### src/rtl/aes_pkg.sv
// Shared AES state types and the ShiftRows column-rotation helper.
package aes_pkg;

   localparam int BYTE     = 8;
   localparam int WORD     = 32;
   localparam int SENTENCE = 128;
   localparam int NB_COLS  = 4;
   localparam int NB_ROWS  = 4;

   // Column 0 is state_t[0]; within a column row 0 occupies the top byte.
   typedef logic [NB_COLS-1:0][WORD-1:0] state_t;

   // Source column for output byte (r,c): dir=1 forward ShiftRows, dir=0 inverse.
   function automatic logic [1:0] rot_col(input logic [1:0] r, input logic [1:0] c,
                                          input logic dir);
      return dir ? (c + r) : (c - r);
   endfunction

endpackage

### src/rtl/inv_shift_rows_col.sv
// Combinational (Inv)ShiftRows for one output column of a buffered 4-column bank.
module inv_shift_rows_col
   import aes_pkg::*;
(
   input  state_t          bank,
   input  logic [1:0]      col,
   input  logic            dir,
   output logic [WORD-1:0] word
);

   logic [1:0] src;

   always_comb begin
      word = '0;
      src  = '0;
      for (int unsigned r = 0; r < NB_ROWS; r++) begin
         src = rot_col(2'(r), col, dir);
         word[WORD-1-r*BYTE -: BYTE] = bank[src][WORD-1-r*BYTE -: BYTE];
      end
   end

endmodule

### src/rtl/inv_shift_rows_stream.sv
// Word-serial AES InvShiftRows with ping-pong block buffers on valid/ready streams.
// Optional SHIFT_ROWS_BIDIR_EN adds per-block in_fwd to select forward ShiftRows.
module inv_shift_rows_stream
   import aes_pkg::*;
(
   input  logic            clk,
   input  logic            rst,
   input  logic            in_valid,
   output logic            in_ready,
   input  logic [WORD-1:0] in_word,
`ifdef SHIFT_ROWS_BIDIR_EN
   input  logic            in_fwd,
`endif
   output logic            out_valid,
   input  logic            out_ready,
   output logic [WORD-1:0] out_word,
   output logic            out_last
);

   state_t     bank_q [2];
   state_t     bank_d [2];
   logic [1:0] full_q, full_d;
   logic [1:0] dir_q, dir_d;
   logic       wbank_q, wbank_d;
   logic       rbank_q, rbank_d;
   logic [1:0] wcnt_q, wcnt_d;
   logic [1:0] rcnt_q, rcnt_d;
   logic       wr_en, rd_en;
   logic       in_dir;

`ifdef SHIFT_ROWS_BIDIR_EN
   assign in_dir = in_fwd;
`else
   assign in_dir = 1'b0;
`endif

   // Write and read always target different banks, so full-flag set/clear never collide.
   always_comb begin
      bank_d    = bank_q;
      full_d    = full_q;
      dir_d     = dir_q;
      wbank_d   = wbank_q;
      rbank_d   = rbank_q;
      wcnt_d    = wcnt_q;
      rcnt_d    = rcnt_q;
      in_ready  = ~full_q[wbank_q];
      out_valid = full_q[rbank_q];
      out_last  = (rcnt_q == 2'd3);
      wr_en     = in_valid & in_ready;
      rd_en     = out_valid & out_ready;

      if (wr_en) begin
         bank_d[wbank_q][wcnt_q] = in_word;
         if (wcnt_q == 2'd0) dir_d[wbank_q] = in_dir;
         wcnt_d = wcnt_q + 2'd1;
         if (wcnt_q == 2'd3) begin
            full_d[wbank_q] = 1'b1;
            wbank_d         = ~wbank_q;
         end
      end

      if (rd_en) begin
         rcnt_d = rcnt_q + 2'd1;
         if (rcnt_q == 2'd3) begin
            full_d[rbank_q] = 1'b0;
            rbank_d         = ~rbank_q;
         end
      end
   end

   always_ff @(posedge clk) begin
      if (rst) begin
         bank_q  <= '{default: '0};
         full_q  <= '0;
         dir_q   <= '0;
         wbank_q <= 1'b0;
         rbank_q <= 1'b0;
         wcnt_q  <= '0;
         rcnt_q  <= '0;
      end else begin
         bank_q  <= bank_d;
         full_q  <= full_d;
         dir_q   <= dir_d;
         wbank_q <= wbank_d;
         rbank_q <= rbank_d;
         wcnt_q  <= wcnt_d;
         rcnt_q  <= rcnt_d;
      end
   end

   inv_shift_rows_col u_col (
      .bank (bank_q[rbank_q]),
      .col  (rcnt_q),
      .dir  (dir_q[rbank_q]),
      .word (out_word)
   );

endmodule

### config.mk
export PLATFORM = sky130hd
export DESIGN_NAME = inv_shift_rows_stream
export DESIGN_NICKNAME = d
export VERILOG_FILES = /design/src/rtl/aes_pkg.sv /design/src/rtl/inv_shift_rows_col.sv /design/src/rtl/inv_shift_rows_stream.sv
export SDC_FILE = /design/constraint.sdc
export NUM_CORES = 1
export LEC_CHECK = 0
export ABC_AREA = 1
export CAP_MARGIN = 30
export CORE_MARGIN = 3
export CORE_UTILIZATION = 55
export CTS_BUF_LIST = sky130_fd_sc_hd__clkbuf_2
export CTS_CLUSTER_SIZE = 28
export DETAILED_ROUTE_END_ITERATION = 10
export HOLD_SLACK_MARGIN = 0.05
export PLACE_DENSITY = 0.74
export REMOVE_ABC_BUFFERS = 1
export SLEW_MARGIN = 15
export SYNTH_ARGS = -nofsm -noshare
export SYNTH_HDL_FRONTEND = slang
export SYNTH_HIERARCHICAL = 1
export SYNTH_SLANG_ARGS = --single-unit
### constraint.sdc
create_clock -name clk -period 3.97 [get_ports clk]
set_input_delay 0.5955 -clock clk [delete_from_list [all_inputs] [get_ports clk]]
set_output_delay 0.5955 -clock clk [all_outputs]
set_load 0.01 [all_outputs]
### After elaboration in Yosys (flattened, before gate mapping)

Cells that the tools add are included.

* register bits: 266
* bits of input ports: 36
* output and inout bits: 35
* word-level logic and storage cells: 89

* add/subtract/negate cells: 7
* magnitude comparators: 13
* eq/ne operators: 2
* muxes and demuxes: 33
* bitwise logic cells: 12
* reductions and logical operators: 8

Operators with widths (count)
* two-way mux 128 bit: 4
* binary-select mux 32 bit (select 2 bit): 4
* bitwise mux 256 bit: 1
* demux 128 bit (select 1 bit): 1
* demux 32 bit (select 2 bit): 1
* two-way mux 32 bit: 2
* two-way mux 24 bit: 1
* two-way mux 16 bit: 1
* < comparator 2 x 3 -> 1 bit, second input constant: 5
* two-way mux 2 bit: 7
* two-way mux 1 bit: 8
* two-way mux 8 bit: 1
* AND reduction 2 bit: 3
* adder 2 x 1 -> 2 bit, second input constant: 2
* adder 2 bit, second input constant: 2
* AND 2 bit: 2
* equality test 2 bit, second input constant: 2
* >= comparator 2 bit, second input constant: 2
* logical AND 1 bit: 4
* < comparator 1 x 2 -> 1 bit, second input constant: 2
* NOT 1 -> 2 bit: 2
* NOT 2 bit: 2
* subtractor 2 bit, second input constant: 2
* NOT 1 bit: 3
* 8 further kinds: 11

### Logic depth before layout (Yosys ltp)

* word-level depth: 10
* gate-level depth with buffers: 10

### By module

Netlist, hierarchy kept.

By module, submodules not included
* inv_shift_rows_stream: instances 1, cells an instance 1957, area an instance 12632.1 um^2
* inv_shift_rows_col: instances 1, cells an instance 256, area an instance 1260.0 um^2

### Least setup slack after synthesis

No wires, ideal clock.

* path kind: reg2out
* start point: register rbank_q
* end point: output out_word[0]
* data arrival time: 1.712 ns
* path slack: 1.663 ns
* stages on the path, launching flop included: 10
* buffers on the path: 3
* cell sequence: dfxtp_1 buf_2 clkbuf_1 o21ai_0 inv_2 nand2_4 nand3_2 buf_6 nand3_1 nand2_1

* word-level cells in the longest chain between the ends: 6
* elaborated cells on any way between the ends: 9
* those cells by class: mux (8); bitwise (1)

Ends and longest elaborated chain
* from (decl): RTL line inv_shift_rows_stream.sv:25 `logic rbank_q, rbank_d;`
* from (signal assigned): RTL line inv_shift_rows_stream.sv:85 `rbank_q <= rbank_d;`
* NOT 1 -> 2 bit (implied by the code): RTL line inv_shift_rows_stream.sv:92 `.bank (bank_q[rbank_q]),`
* two-way mux 128 bit (implied by the code) (3 in series): RTL line inv_shift_rows_stream.sv:92
* binary-select mux 32 bit (select 2 bit) *: RTL line inv_shift_rows_col.sv:18 `word[WORD-1-r*BYTE -: BYTE] = bank[src][WORD-1-r*BYTE -: BYTE];`
* two-way mux 8 bit (implied by the code) *: RTL line inv_shift_rows_col.sv:18
* to (decl): RTL line inv_shift_rows_stream.sv:16 `output logic [WORD-1:0] out_word,`

Every way passes the cells marked *; elsewhere a longest branch is shown, timed or not. The select of a mux whose other input is x is not followed.

### Worst setup path in the final report

* start point: register rbank_q
* end point: output out_word[20]

* word-level cells in the longest chain between the ends: 6
* elaborated cells on any way between the ends: 9
* those cells by class: mux (8); bitwise (1)

Ends and longest elaborated chain (RTL line)
* NOT 1 -> 2 bit (implied by the code): inv_shift_rows_stream.sv:92
* two-way mux 128 bit (implied by the code) (3 in series): inv_shift_rows_stream.sv:92
* binary-select mux 32 bit (select 2 bit) *: inv_shift_rows_col.sv:18
* two-way mux 24 bit (implied by the code) *: inv_shift_rows_col.sv:18

Marks and branches as above.

==> key figures <==
Critical path
  – Setup CP Type: flop to output port
  – CP Launch Type: flop
  – CP endpoint kind: output port
  – Crit Path Max Fanout: 48
  – Crit path DAT: 3160 ps
  – Worst Path Required: 3370 ps

STA
  – Hold Slack: 183 ps
  – Final hold violation count: 0
  – Final WS setup: 215 ps
  – Period minus WS final: 3760 ps
  – Fmax: 266 MHz
  – RSZ-0062 raised after global routing: no
  – Final setup viols: 0
  – Worst-Margin Slew: 995 ps
  – Final period util: 94.6%
  – Slew Limit Fails: 0
  – Slew HR: 33.7%
  – Clock Skews: 51.9 ps

Floorplan
  – Core area: 24600 µm²
  – Starting density of the core: 56.5%
  – Die width: 165 µm
  – Top-Level Pins: 71
  – Die Ht: 165 µm
  – Row count: 57
  – DIE AREA: 27200 µm²

Yosys
  – Syn Inst Count: 2213
  – Post-synth top flop: dfxtp_1
  – Yosys top cell by area: dfxtp_1
  – Register area share after synthesis: 38.3%
  – Distinct cell type count after synthesis: 26
  – Post-synth EDFFs: 0
  – Synth warn: 6
  – Syn Area/Cell: 6.28 µm²
  – Ranking of synthesized cells by area: dfxtp_1 38%, nand2_1 21%, nor2_1 15%
  – Synthesized cell area: 13900 µm²
  – Synth async-reset ratio: 0%
  – Seq cells post-synth: 266
  – Synth top area share: 38.3%

GRT
  – Global Route Usage Sum: 31.1%
  – Total grt overflow: 0
  – Vias in the first global route: 13300
  – Largest net degree at the start of global routing: 193
  – Initial antenna violation count: 1
  – First-pass GRT wire length: 68200 µm

Clock network
  – Post-cts sizing count: 0
  – CTS Root Cell: clkbuf_2
  – CTS tree: done
  – CTS clock-pin slew for the worst setup and hold paths: 110 ps
  – Max Buffers Root-to-Sink: 3
  – Clock tree sinks: 266
  – # hold bufs at CTS: 0
  – Postcts setup bufs: 0
  – Skew-Pair Late Insertion Delay: 860 ps
  – H-tree Lvls: 3
  – Total CTS buffers: 72

Power and ir drop
  – Clock share of power: 35.2%
  – Leak Pwr: 6.87 nW
  – Logic gate share of total power: 12.2%
  – Flop pwr share: 52.6%
  – P_sw: 1.62 mW
  – Sw frac: 30.6%
  – Pwr dens: 351 nW/µm²
  – VDD IR-drop max: 0.000205 V
  – Cell Int Power: 3.66 mW

Layout
  – Syn-to-layout area delta: 8.29%
  – Final instance area: 15000 µm²
  – Number of nets in the layout: 2249
  – Layout cells sized above 1: 7.89%
  – Fin util: 61.1%

Run
  – Max Cap Violations: 0

Drt
  – Final WL: 43000 µm
  – DR iter-0 viols: 1381
  – DRT Pass-1 Iters: 5
  – DRC Markers: 0
  – Via count: 14400
  – Vias per cell: 5.59
  – Routed len/inst: 16.7 µm
  – Antenna Nets Post-Route: 0

Place
  – Buffers added on ports: 70
  – GP Congestion: 0.794
  – Dpl ws: 938 ps
  – Placed cell area: 14400 µm²
  – Detailed placement HPWL: 21800 µm

Outcome
  – Status: finished clean

Min path
  – Hold Crit Class: input port to flop
## cells in the final DEF, fill, tap and decap left out
cell type	count
a21boi_0	1
a21oi_1	2
buf_12	3
buf_16	2
buf_4	29
buf_6	2
clkbuf_16	1
clkbuf_2	106
clkdlybuf4s50_1	69
clkinv_1	15
dfxtp_1	264
dfxtp_2	1
dfxtp_4	1
diode_2	1
ha_1	5
inv_1	47
inv_2	8
inv_4	1
inv_6	2
nand2_1	774
nand2_2	1
nand2_4	3
nand2_8	1
nand3_1	36
nand3_2	1
nand3_4	4
nand4_1	258
nor2_1	555
nor2_4	12
nor3_1	1
o21ai_0	12
o21ai_1	23
o22ai_1	16
## sequential cells by signal (all words and copies together), names as in the netlist
| register | cells |
|---|---|
| bank_q | 256 |
| dir_q | 2 |
| full_q | 2 |
| rbank_q | 1 |
| rcnt_q | 2 |
| wbank_q | 1 |
| wcnt_q | 2 |
## path summary, 6_finish.rpt
path | from | to | slack, ps | cells after the start
max | rbank_q | out_word[20] | 210 | 10
min | in_valid | bank_q[31] | 180 | 4
max reg2reg | wbank_q | bank_q[98] | 1080 | 7
min reg2reg | dir_q[1] | dir_q[1] | 450 | 2
## area by class of cell
class                           count  area (µm²)
Inverter                           57         226
Multi-Input combinational cell   1705        7420
Clock inverter                     16        60.1
Clock buffer                      106         531
Sequential cell                   266        5330
Tap cell                          324         405
Fill cell                        2431        9560
Timing Repair Buffer              106        1070
Antenna cell                        1        2.50
## cells by family (layout without fill, tap and decap cells)
kind of cell / after synthesis / in the layout / share of synthesized area, %
compound gates: 54 / 54 / 2.11
fa+ha+maj: 5 / 5 / 0.450
buf+inv: 242 / 285 / 8.64
flops: 266 / 266 / 38.3
other cells: 0 / 1 / 0
simple gates: 1646 / 1646 / 50.5
## cells in the mapped netlist (6+ instances only)
cell and number:
nand2_1 774, o21ai_1 22, buf_6 17, inv_1 50
o21ai_0 13, nand3_1 36, nand4_1 258, dfxtp_1 266
clkbuf_1 75, buf_4 26, nor2_1 556, nor2_4 8
o22ai_1 16, inv_2 6, buf_1 18, buf_2 49
## power by group through the flow
stage / registers [mW] / logic (mW) / clock network [mW]
floorplan: 2.83 / 0.390 / 0
global placement: 2.84 / 0.619 / 0
detailed placement: 2.84 / 0.627 / 0
CTS: 2.78 / 0.629 / 1.89
global route: 2.79 / 0.716 / 2.04
finish: 2.78 / 0.642 / 1.86
## metal layers
layer  wire, µm  GRT usage (%)  vias up
met5          0              0        -
met4       1320           12.1        0
met3       3530           5.57      113
met2      20100           52.0      646
met1      18000           39.9     6556
li1           -              -     7114
## per-stage QoR
step / power (mW) / TNS, ps / std cells
after floorplan: 3.22 / -73770 / 2028
after global placement: 3.46 / 0 / 2456
after detailed placement: 3.47 / 0 / 2456
after CTS: 5.30 / 0 / 2578
after global routing: 5.54 / 0 / 2581
final: 5.28 / 0 / 2581
## worst max-delay path: stages (launching register included)
cell and delay, ps:
dfxtp_4 580, buf_4 410, inv_4 120, buf_16 220, nand2_1 90, nand2_1 50
nand2_1 70, nand2_1 60, nand3_1 70, nand2_1 130, clkdlybuf4s50_1 510
(Power assumes the default switching activity.)
